File: src/rtl/prep_ok_quorum_ctrl_if.sv
// PrepareOK metadata channel (backups -> leader) and commit-number state write
// channel (leader -> VR state block), bundled for the quorum controller.
interface prep_ok_quorum_ctrl_if #(
  parameter int OP_W   = 64,
  parameter int VIEW_W = 32,
  parameter int IDX_W  = 3
);
  logic              prep_ok_msg_val;
  logic              prep_ok_msg_rdy;
  logic [VIEW_W-1:0] prep_ok_view;
  logic [OP_W-1:0]   prep_ok_op_num;
  logic [IDX_W-1:0]  prep_ok_replica_idx;

  logic              commit_wr_req;
  logic [OP_W-1:0]   commit_wr_num;
  logic              commit_wr_rdy;

  // Environment side: feeds messages, accepts commit writes.
  modport master (
    output prep_ok_msg_val, prep_ok_view, prep_ok_op_num, prep_ok_replica_idx,
    input  prep_ok_msg_rdy,
    input  commit_wr_req, commit_wr_num,
    output commit_wr_rdy
  );

  // Controller side.
  modport slave (
    input  prep_ok_msg_val, prep_ok_view, prep_ok_op_num, prep_ok_replica_idx,
    output prep_ok_msg_rdy,
    output commit_wr_req, commit_wr_num,
    input  commit_wr_rdy
  );
endinterface

File: src/rtl/prep_ok_quorum_ctrl.sv
// Leader-side PrepareOK quorum tracker: records backup acks per op in a
// sliding window, advances the commit number on quorum and issues one
// commit-number state write per scan pass.
module prep_ok_quorum_ctrl #(
  parameter int NUM_REPLICAS = 3,
  parameter int QUORUM       = NUM_REPLICAS / 2 + 1,
  parameter int OP_W         = 64,
  parameter int VIEW_W       = 32,
  parameter int IDX_W        = 3,
  parameter int WIN_LOG2     = 4
) (
  input  logic              clk,
  input  logic              rst,
  prep_ok_quorum_ctrl_if.slave bus,
  input  logic [VIEW_W-1:0] cur_view,
  input  logic [IDX_W-1:0]  my_replica_idx,
  input  logic [OP_W-1:0]   last_prepared_op,
  input  logic              commit_load_val,
  input  logic [OP_W-1:0]   commit_load_num,
  output logic [OP_W-1:0]   commit_num,
  output logic [15:0]       drop_cnt,
  output logic              engine_rdy
);

  localparam int              WIN       = 1 << WIN_LOG2;
  localparam logic [IDX_W:0]  NUM_REP_L = (IDX_W+1)'(NUM_REPLICAS);
  localparam logic [OP_W:0]   WIN_L     = (OP_W+1)'(WIN);

  typedef enum logic [1:0] {ST_READY, ST_RECORD, ST_SCAN, ST_WRITE_COMMIT} state_t;

  state_t state, state_nxt;

  logic [VIEW_W-1:0]       lat_view;
  logic [OP_W-1:0]         lat_op;
  logic [IDX_W-1:0]        lat_idx;
  logic [NUM_REPLICAS-1:0] ack_map [WIN];
  logic                    advanced;
  logic [OP_W-1:0]         wr_num;

  logic                    msg_rdy, do_drop, do_record, do_advance, to_write;

  function automatic int popcount(input logic [NUM_REPLICAS-1:0] v);
    int c = 0;
    for (int i = 0; i < NUM_REPLICAS; i++) c += int'(v[i]);
    return c;
  endfunction

  // Message classification and head-of-window check.
  logic [WIN_LOG2-1:0]     lat_slot, head_slot;
  logic [OP_W-1:0]         head_op;
  logic [NUM_REPLICAS-1:0] idx_onehot;
  logic                    bad_src, stale, bad_range, head_ok;

  assign lat_slot   = lat_op[WIN_LOG2-1:0];
  assign head_op    = commit_num + OP_W'(1);
  assign head_slot  = head_op[WIN_LOG2-1:0];
  assign idx_onehot = (NUM_REPLICAS)'(1) << lat_idx;
  assign bad_src    = (lat_view != cur_view) || ({1'b0, lat_idx} >= NUM_REP_L) ||
                      (lat_idx == my_replica_idx);
  assign stale      = (lat_op <= commit_num);
  assign bad_range  = (lat_op > last_prepared_op) ||
                      ({1'b0, lat_op} > ({1'b0, commit_num} + WIN_L));
  // The leader's own ack is implicit; a head at all-ones would wrap, so stop there.
  assign head_ok    = (commit_num != '1) && (head_op <= last_prepared_op) &&
                      (popcount(ack_map[head_slot]) + 1 >= QUORUM);

  // State register.
  // NOTE: sequential state uses non-blocking assignments so every flop samples
  // pre-edge values regardless of statement order.
  always_ff @(posedge clk) begin
    if (rst) state <= ST_READY;
    else     state <= state_nxt;
  end

  // Next-state and control strobes; a commit load overrides everything.
  // NOTE: every output of this block gets a default first, so no path leaves a
  // variable unassigned and no latch is inferred.
  always_comb begin
    state_nxt  = state;
    msg_rdy    = 1'b0;
    do_drop    = 1'b0;
    do_record  = 1'b0;
    do_advance = 1'b0;
    to_write   = 1'b0;
    case (state)
      ST_READY: begin
        msg_rdy = !commit_load_val;
        if (bus.prep_ok_msg_val && !commit_load_val) state_nxt = ST_RECORD;
      end
      ST_RECORD: begin
        state_nxt = ST_READY;
        if (bad_src)        do_drop = 1'b1;
        else if (stale)     do_drop = 1'b0;
        else if (bad_range) do_drop = 1'b1;
        else begin
          do_record = 1'b1;
          state_nxt = ST_SCAN;
        end
      end
      ST_SCAN: begin
        if (head_ok) do_advance = 1'b1;
        else if (advanced) begin
          to_write  = 1'b1;
          state_nxt = ST_WRITE_COMMIT;
        end else state_nxt = ST_READY;
      end
      ST_WRITE_COMMIT: begin
        if (bus.commit_wr_rdy) state_nxt = ST_READY;
      end
      default: state_nxt = ST_READY;
    endcase
    if (commit_load_val) state_nxt = ST_READY;
  end

  // Message latch, ack window, commit number, drop counter and write value.
  // NOTE: the ack window is reset and cleared as a whole because a leftover
  // bit would count toward a later op's quorum once its slot is reused.
  always_ff @(posedge clk) begin
    if (rst) begin
      commit_num <= '0;
      drop_cnt   <= '0;
      wr_num     <= '0;
      advanced   <= 1'b0;
      lat_view   <= '0;
      lat_op     <= '0;
      lat_idx    <= '0;
      for (int i = 0; i < WIN; i++) ack_map[i] <= '0;
    end else if (commit_load_val) begin
      commit_num <= commit_load_num;
      advanced   <= 1'b0;
      for (int i = 0; i < WIN; i++) ack_map[i] <= '0;
    end else begin
      if (msg_rdy && bus.prep_ok_msg_val) begin
        lat_view <= bus.prep_ok_view;
        lat_op   <= bus.prep_ok_op_num;
        lat_idx  <= bus.prep_ok_replica_idx;
      end
      if (do_drop && drop_cnt != 16'hFFFF) drop_cnt <= drop_cnt + 16'd1;
      if (do_record) begin
        ack_map[lat_slot] <= ack_map[lat_slot] | idx_onehot;
        advanced          <= 1'b0;
      end
      if (do_advance) begin
        ack_map[head_slot] <= '0;
        commit_num         <= head_op;
        advanced           <= 1'b1;
      end
      if (to_write) wr_num <= commit_num;
    end
  end

  assign bus.prep_ok_msg_rdy = msg_rdy;
  assign bus.commit_wr_req   = (state == ST_WRITE_COMMIT);
  assign bus.commit_wr_num   = wr_num;
  assign engine_rdy          = (state == ST_READY);

endmodule

File: src/flat_wrapper.sv
// flat-port wrapper written by rule: the top's interface ports become plain ports
module prep_ok_quorum_ctrl_flat 
#(
  parameter int NUM_REPLICAS = 3,
  parameter int QUORUM       = NUM_REPLICAS / 2 + 1,
  parameter int OP_W         = 64,
  parameter int VIEW_W       = 32,
  parameter int IDX_W        = 3,
  parameter int WIN_LOG2     = 4
)
  (clk, rst, cur_view, my_replica_idx, last_prepared_op, commit_load_val, commit_load_num, commit_num, drop_cnt, engine_rdy, bus_prep_ok_msg_val, bus_prep_ok_view, bus_prep_ok_op_num, bus_prep_ok_replica_idx, bus_prep_ok_msg_rdy, bus_commit_wr_req, bus_commit_wr_num, bus_commit_wr_rdy);
  prep_ok_quorum_ctrl_if #(.OP_W(OP_W), .VIEW_W(VIEW_W), .IDX_W(IDX_W)) bus_i ();
  input  logic clk;
  input  logic rst;
  input  logic [VIEW_W-1:0] cur_view;
  input  logic [IDX_W-1:0] my_replica_idx;
  input  logic [OP_W-1:0] last_prepared_op;
  input  logic commit_load_val;
  input  logic [OP_W-1:0] commit_load_num;
  output logic [OP_W-1:0] commit_num;
  output logic [15:0] drop_cnt;
  output logic engine_rdy;
  input wire logic [$bits(bus_i.prep_ok_msg_val)-1:0] bus_prep_ok_msg_val;
  input wire logic [$bits(bus_i.prep_ok_view)-1:0] bus_prep_ok_view;
  input wire logic [$bits(bus_i.prep_ok_op_num)-1:0] bus_prep_ok_op_num;
  input wire logic [$bits(bus_i.prep_ok_replica_idx)-1:0] bus_prep_ok_replica_idx;
  output wire logic [$bits(bus_i.prep_ok_msg_rdy)-1:0] bus_prep_ok_msg_rdy;
  output wire logic [$bits(bus_i.commit_wr_req)-1:0] bus_commit_wr_req;
  output wire logic [$bits(bus_i.commit_wr_num)-1:0] bus_commit_wr_num;
  input wire logic [$bits(bus_i.commit_wr_rdy)-1:0] bus_commit_wr_rdy;
  assign bus_i.prep_ok_msg_val = bus_prep_ok_msg_val;
  assign bus_i.prep_ok_view = bus_prep_ok_view;
  assign bus_i.prep_ok_op_num = bus_prep_ok_op_num;
  assign bus_i.prep_ok_replica_idx = bus_prep_ok_replica_idx;
  assign bus_prep_ok_msg_rdy = bus_i.prep_ok_msg_rdy;
  assign bus_commit_wr_req = bus_i.commit_wr_req;
  assign bus_commit_wr_num = bus_i.commit_wr_num;
  assign bus_i.commit_wr_rdy = bus_commit_wr_rdy;
  prep_ok_quorum_ctrl #(.NUM_REPLICAS(NUM_REPLICAS), .QUORUM(QUORUM), .OP_W(OP_W), .VIEW_W(VIEW_W), .IDX_W(IDX_W), .WIN_LOG2(WIN_LOG2)) u_core (.clk(clk), .rst(rst), .bus(bus_i), .cur_view(cur_view), .my_replica_idx(my_replica_idx), .last_prepared_op(last_prepared_op), .commit_load_val(commit_load_val), .commit_load_num(commit_load_num), .commit_num(commit_num), .drop_cnt(drop_cnt), .engine_rdy(engine_rdy));
endmodule
File: config.mk
export PLATFORM = sky130hd
export DESIGN_NAME = prep_ok_quorum_ctrl_flat
export DESIGN_NICKNAME = d
export VERILOG_FILES = /design/src/rtl/prep_ok_quorum_ctrl_if.sv /design/src/rtl/prep_ok_quorum_ctrl.sv /design/src/flat_wrapper.sv
export SDC_FILE = /design/constraint.sdc
export NUM_CORES = 1
export LEC_CHECK = 0
export CORE_MARGIN = 10
export CORE_UTILIZATION = 45
export CTS_CLUSTER_SIZE = 12
export DETAILED_ROUTE_END_ITERATION = 8
export PLACE_DENSITY = 0.74
export SKIP_LAST_GASP = 1
export SLEW_MARGIN = 20
export SYNTH_ARGS = -nofsm -noshare
export SYNTH_HDL_FRONTEND = slang
export SYNTH_SLANG_ARGS = --single-unit
File: constraint.sdc
create_clock -name clk -period 13.2 [get_ports clk]
set_clock_uncertainty 0.2 [all_clocks]
set_input_delay 3.3 -clock clk [delete_from_list [all_inputs] [get_ports clk]]
set_output_delay 3.3 -clock clk [all_outputs]
set_load 0.1 [all_outputs]
# Word-level counts from Yosys, hierarchy flattened
# Memory sizes are Yosys's and may differ from the RTL's. A register that Yosys moved wholly into a read port is not among the register bits.
# Cells that the tools add are included.
# word_totals
regBits,246
in_bits,267
out_inout_bits,147
elab_cells,132
memories,1
ram_bits,48
# op_classes
addsub,6
shifts,1
bitwise,18
reduce_logical,19
mux,63
eq_ne,10
n_lt_le_gt_ge,6
# mem_list
name,depth,width,read_ports,rd_clocked_by_memory_dff,write_ports,line,source
u_core.ack_map,16,3,2,1,16,prep_ok_quorum_ctrl.sv:36,logic [NUM_REPLICAS-1:0] ack_map [WIN];
# ops
cell,n
$le 64x64->1,2
$mux 64,2
$add 64x5->65 const B,1
$gt 64x65->1,1
$add 64x1->64 const B,1
$gt 64x64->1,1
$ne 64x64->1 const B,1
$mux 3,18
$add 32x2->32,1
$add 32x2->32 const B,1
$ge 32x3->1 const B,1
$ne 32x32->1,1
$mux 1,31
$add 16x1->16 const B,1
$mux 4,4
$ne 16x16->1 const B,1
$or 1x1->1,16
$mux 2,7
$pmux 2 s4,1
$reduce_and 2->1,3
$reduce_or 3->1,2
$logic_and 1x1->1,5
$eq 2x2->1 const B,2
$ne 2x1->1 const B,2
other kinds (14),17

# Logic depth before layout (Yosys ltp)
# An unclocked memory read counts as a cell.
# depth
ltp_word,15
depth_mapped,24
ltp_nobuf,19

# Worst setup path after synthesis
# Ideal clock, no wire load.
# synth_path
path_type,in2out
start,input port commit_load_val
end,output port bus_prep_ok_msg_rdy
n_path_buf,0
slack_ps,4294
cell_stages,1
required_ps,9700
arrival_ps,5406
path_cell_list,nor3_1
# synth_between
elab_chain_cells,2
# synth_rtl
element,line,source
from (decl),flat_wrapper.sv:18,input logic commit_load_val;
$logic_not 1->1,prep_ok_quorum_ctrl.sv:87,msg_rdy = !commit_load_val;
$mux 1,prep_ok_quorum_ctrl.sv:85,case (state)
to (decl),flat_wrapper.sv:27,output wire logic [$bits(bus_i.prep_ok_msg_rdy)-1:0] bus_prep_ok_msg_rdy;
# Every way passes these cells.

# Worst setup path after layout
# Ends and elaborated chain as after synthesis.

==> impl_metrics.ini <==
[layout]
nets = 3417
syn_to_final_growth_pct = 26.74
drive_gt1_frac = 0.04796
final_util = 0.5789

[synthesis]
synth_cells = 2561
async_reset_ff_frac = 0
yosysMostFrequentCell = nand2_1
synth_edf_count = 48
synthTopCellsByArea = dfxtp_1 (23%), ha_1 (15%), xnor2_1 (8.0%)
yosys_register_bits = 298
ys_warn_count = 0
syn_nets = 3085
yosysTopAreaCellShare = 0.2349
synth_ff_type = dfxtp_1
netlist_area_um2 = 21310
synthDistinctLibCells = 69
yosysTopAreaCell = dfxtp_1
avgSynthCellArea_um2 = 8.321
ys_seq_area_frac = 0.3025
synth_common_cells = nand2_1 (331), ha_1 (257), dfxtp_1 (250), nor2_1 (229), a21oi_1 (223)

[power_and_ir_drop]
power.internal_mw = 1.756
power_frac_clock = 0.377
switchingPower_mw = 0.8239
comb_power_share = 0.227
p_leak_nw = 10.68
swShare = 0.3193
irDropWorstVdd_mv = 0.07750
power.density_nw_per_um2 = 95.54
power_frac_seq = 0.397

[cts]
clk_path_buf_depth = 3
postCtsResizedCells = 0
cts_hold_buf = 0
cts_buffers = 35
cts.clk_slew.worst_paths_ps = 60
cts-root-buf = clkbuf_16
htreeDepth = 2
tritoncts = built
clock_latency_ps = 560
clock-sinks = 298
post_cts.repair.setup_buffers = 0

[sta]
tightest_slew_ps = 1119
drv_slew = 0
holdWs_ps = 267.4
setup_violations = 0
timing.fmax_mhz = 105.2
slew_headroom = 0.2519
hold_viol = 0
min_period_ps = 9507
finalSetupTns_ps = 0
rsz0062_at_grt = no
min_period_over_period = 0.7202

[setup_path]
endpoint_kind = primary output
path_cells = clkdlybuf4s50_1, nor3_1, clkdlybuf4s50_1
critical_path_buf_inv_count = 2
cp_top_family = buffers and inverters
crit_fanout = 12
reg2reg_from = u_core.commit_num[4]$_SDFFE_PP0P_
worstPathArrival_ps = 6010
rr_endpoint = u_core.ack_map[8][0]$_SDFFCE_PN0P_
ff2ff_setup_slack_ps = 5030
crit_path_frequent_cell = clkdlybuf4s50_1
cp-start-kind = input port
crit_slowest_cell = clkdlybuf4s50_1
crit_type = in2out
r2r_cells = 19
required_ps = 9700
slowest_delay_ps = 1260

[global_route]
use_met3 = 0.05449
grt_max_degree = 110
busiest_layer = met2
grt_overflow_total = 0
grt.met1_usage = 0.3328
grt_pass1_vias = 20740
grt_pass1_wl_um = 122400
grt.total_usage = 0.2748
antenna_found_initial = 5
met2_usage = 0.4718

[detailed_routing]
first_iter_violations = 1855
drc = 0
ant_nets = 0
dr_total_vias = 21010
drt-total-wl_um = 80770
dr.pass1.iters = 8
avgRoutedWirePerCell_um = 22.88
via_per_inst = 5.951

[placement]
post-dp-hpwl_um = 63390
io_buffers = 413
gp_congestion = 0.9854

[floorplan]
ioPinCount = 414
die_h_um = 237.6
die-area_um2 = 56460
die_w_um = 237.6
rows = 79
core-area_um2 = 46650
start_util = 0.4568

[run]
cap_viol_max_count = 0

[hold_path]
hp-class = reg2reg
min_delay_path_depth = 2
hold_end = u_core.lat_view[8]$_SDFFE_PP0P_
min_from = u_core.lat_view[8]$_SDFFE_PP0P_

[status]
status = finished, final reports clean
cells in the final DEF (no fill, tap or decap), types with 76 or more instances in the layout:
cell type        count
nor3_1             106
clkdlybuf4s50_1    411
dfxtp_1            250
a21oi_1            223
ha_1               257
xnor2_1            195
nand2_1            330
inv_1              137
nand4_1             89
nand3_1             76
nor2_1             227
final cells by class:
class	count	area, um2
diodes	4	10.01
clock buffers	50	983.4
clock inverters	13	143.9
fillers	4043	19650
inverters	142	535.5
multi-input cells	1986	13850
flip-flops and latches	298	6446
well taps	607	759.5
repair buffers	430	4284
registers in the layout, summed over array words and instances, names as in the netlist, named ones only:
register and flops:
u_core.lat_idx 3, u_core.lat_view 32, u_core.ack_map 48, u_core.lat_op 64, u_core.advanced 1, u_core.bus.commit_wr_num 64, u_core.commit_num 64, u_core.state 2
u_core.drop_cnt 16
stage by stage:
step | power, mW | area [um2] | worst slack, ps | std cells
floorplan | 1.390 | 21310 | 4294 | 2561
global placement | 1.597 | 25820 | 3801 | 3462
detailed placement | 1.615 | 25820 | 3707 | 3462
CTS | 2.588 | 26950 | 3688 | 3525
global route | 2.676 | 27010 | 3564 | 3530
finish | 2.580 | 27010 | 3693 | 3530
power by group through the flow:
stage               sequential, mW  combinational, mW  clock, mW
floorplan                     1.10              0.290          0
CTS                           1.02              0.578      0.989
finish                        1.02              0.585      0.972
global placement              1.04              0.558          0
global route                  1.03              0.632       1.02
detailed placement            1.04              0.574          0
worst max-delay path by stage:
stage | start | to | slack [ps] | cells after the start
2_1_floorplan | commit_load_val | bus_prep_ok_msg_rdy | 4290 | 1
3_3_place_gp | commit_load_val | bus_prep_ok_msg_rdy | 3800 | 3
3_5_place_dp | commit_load_val | bus_prep_ok_msg_rdy | 3710 | 3
4_1_cts | commit_load_val | bus_prep_ok_msg_rdy | 3690 | 3
5_1_grt | commit_load_val | bus_prep_ok_msg_rdy | 3560 | 3
6_report | commit_load_val | bus_prep_ok_msg_rdy | 3690 | 3
routing by layer:
layer,vias up,routed length (um),share of wire
met1,10040,32400,0.40
met5,-,13,0.00016
met3,186,6808,0.084
met2,967,38570,0.48
li1,9811,-,-
met4,2,2975,0.037
worst reg2reg max path, delay by kind of cell, from the launching register on:
kind                     cells  cell delay [ps]
flip-flops                   1              650
XOR/XNOR                     1              100
AND/OR/NAND/NOR             12             4540
AO/OA/AOI/OAI                4             1610
adder cells (fa/ha/maj)      2              690
cell families after synthesis:
group | Yosys count | synth area share
flip-flops | 298 | 0.3025
XOR/XNOR | 201 | 0.08296
AND/OR/NAND/NOR | 980 | 0.2172
multiplexers | 109 | 0.06963
buffers and inverters | 277 | 0.05032
AO/OA/AOI/OAI | 439 | 0.1265
adder cells (fa/ha/maj) | 257 | 0.1509
No activity file was read; power rests on OpenSTA's default activity.
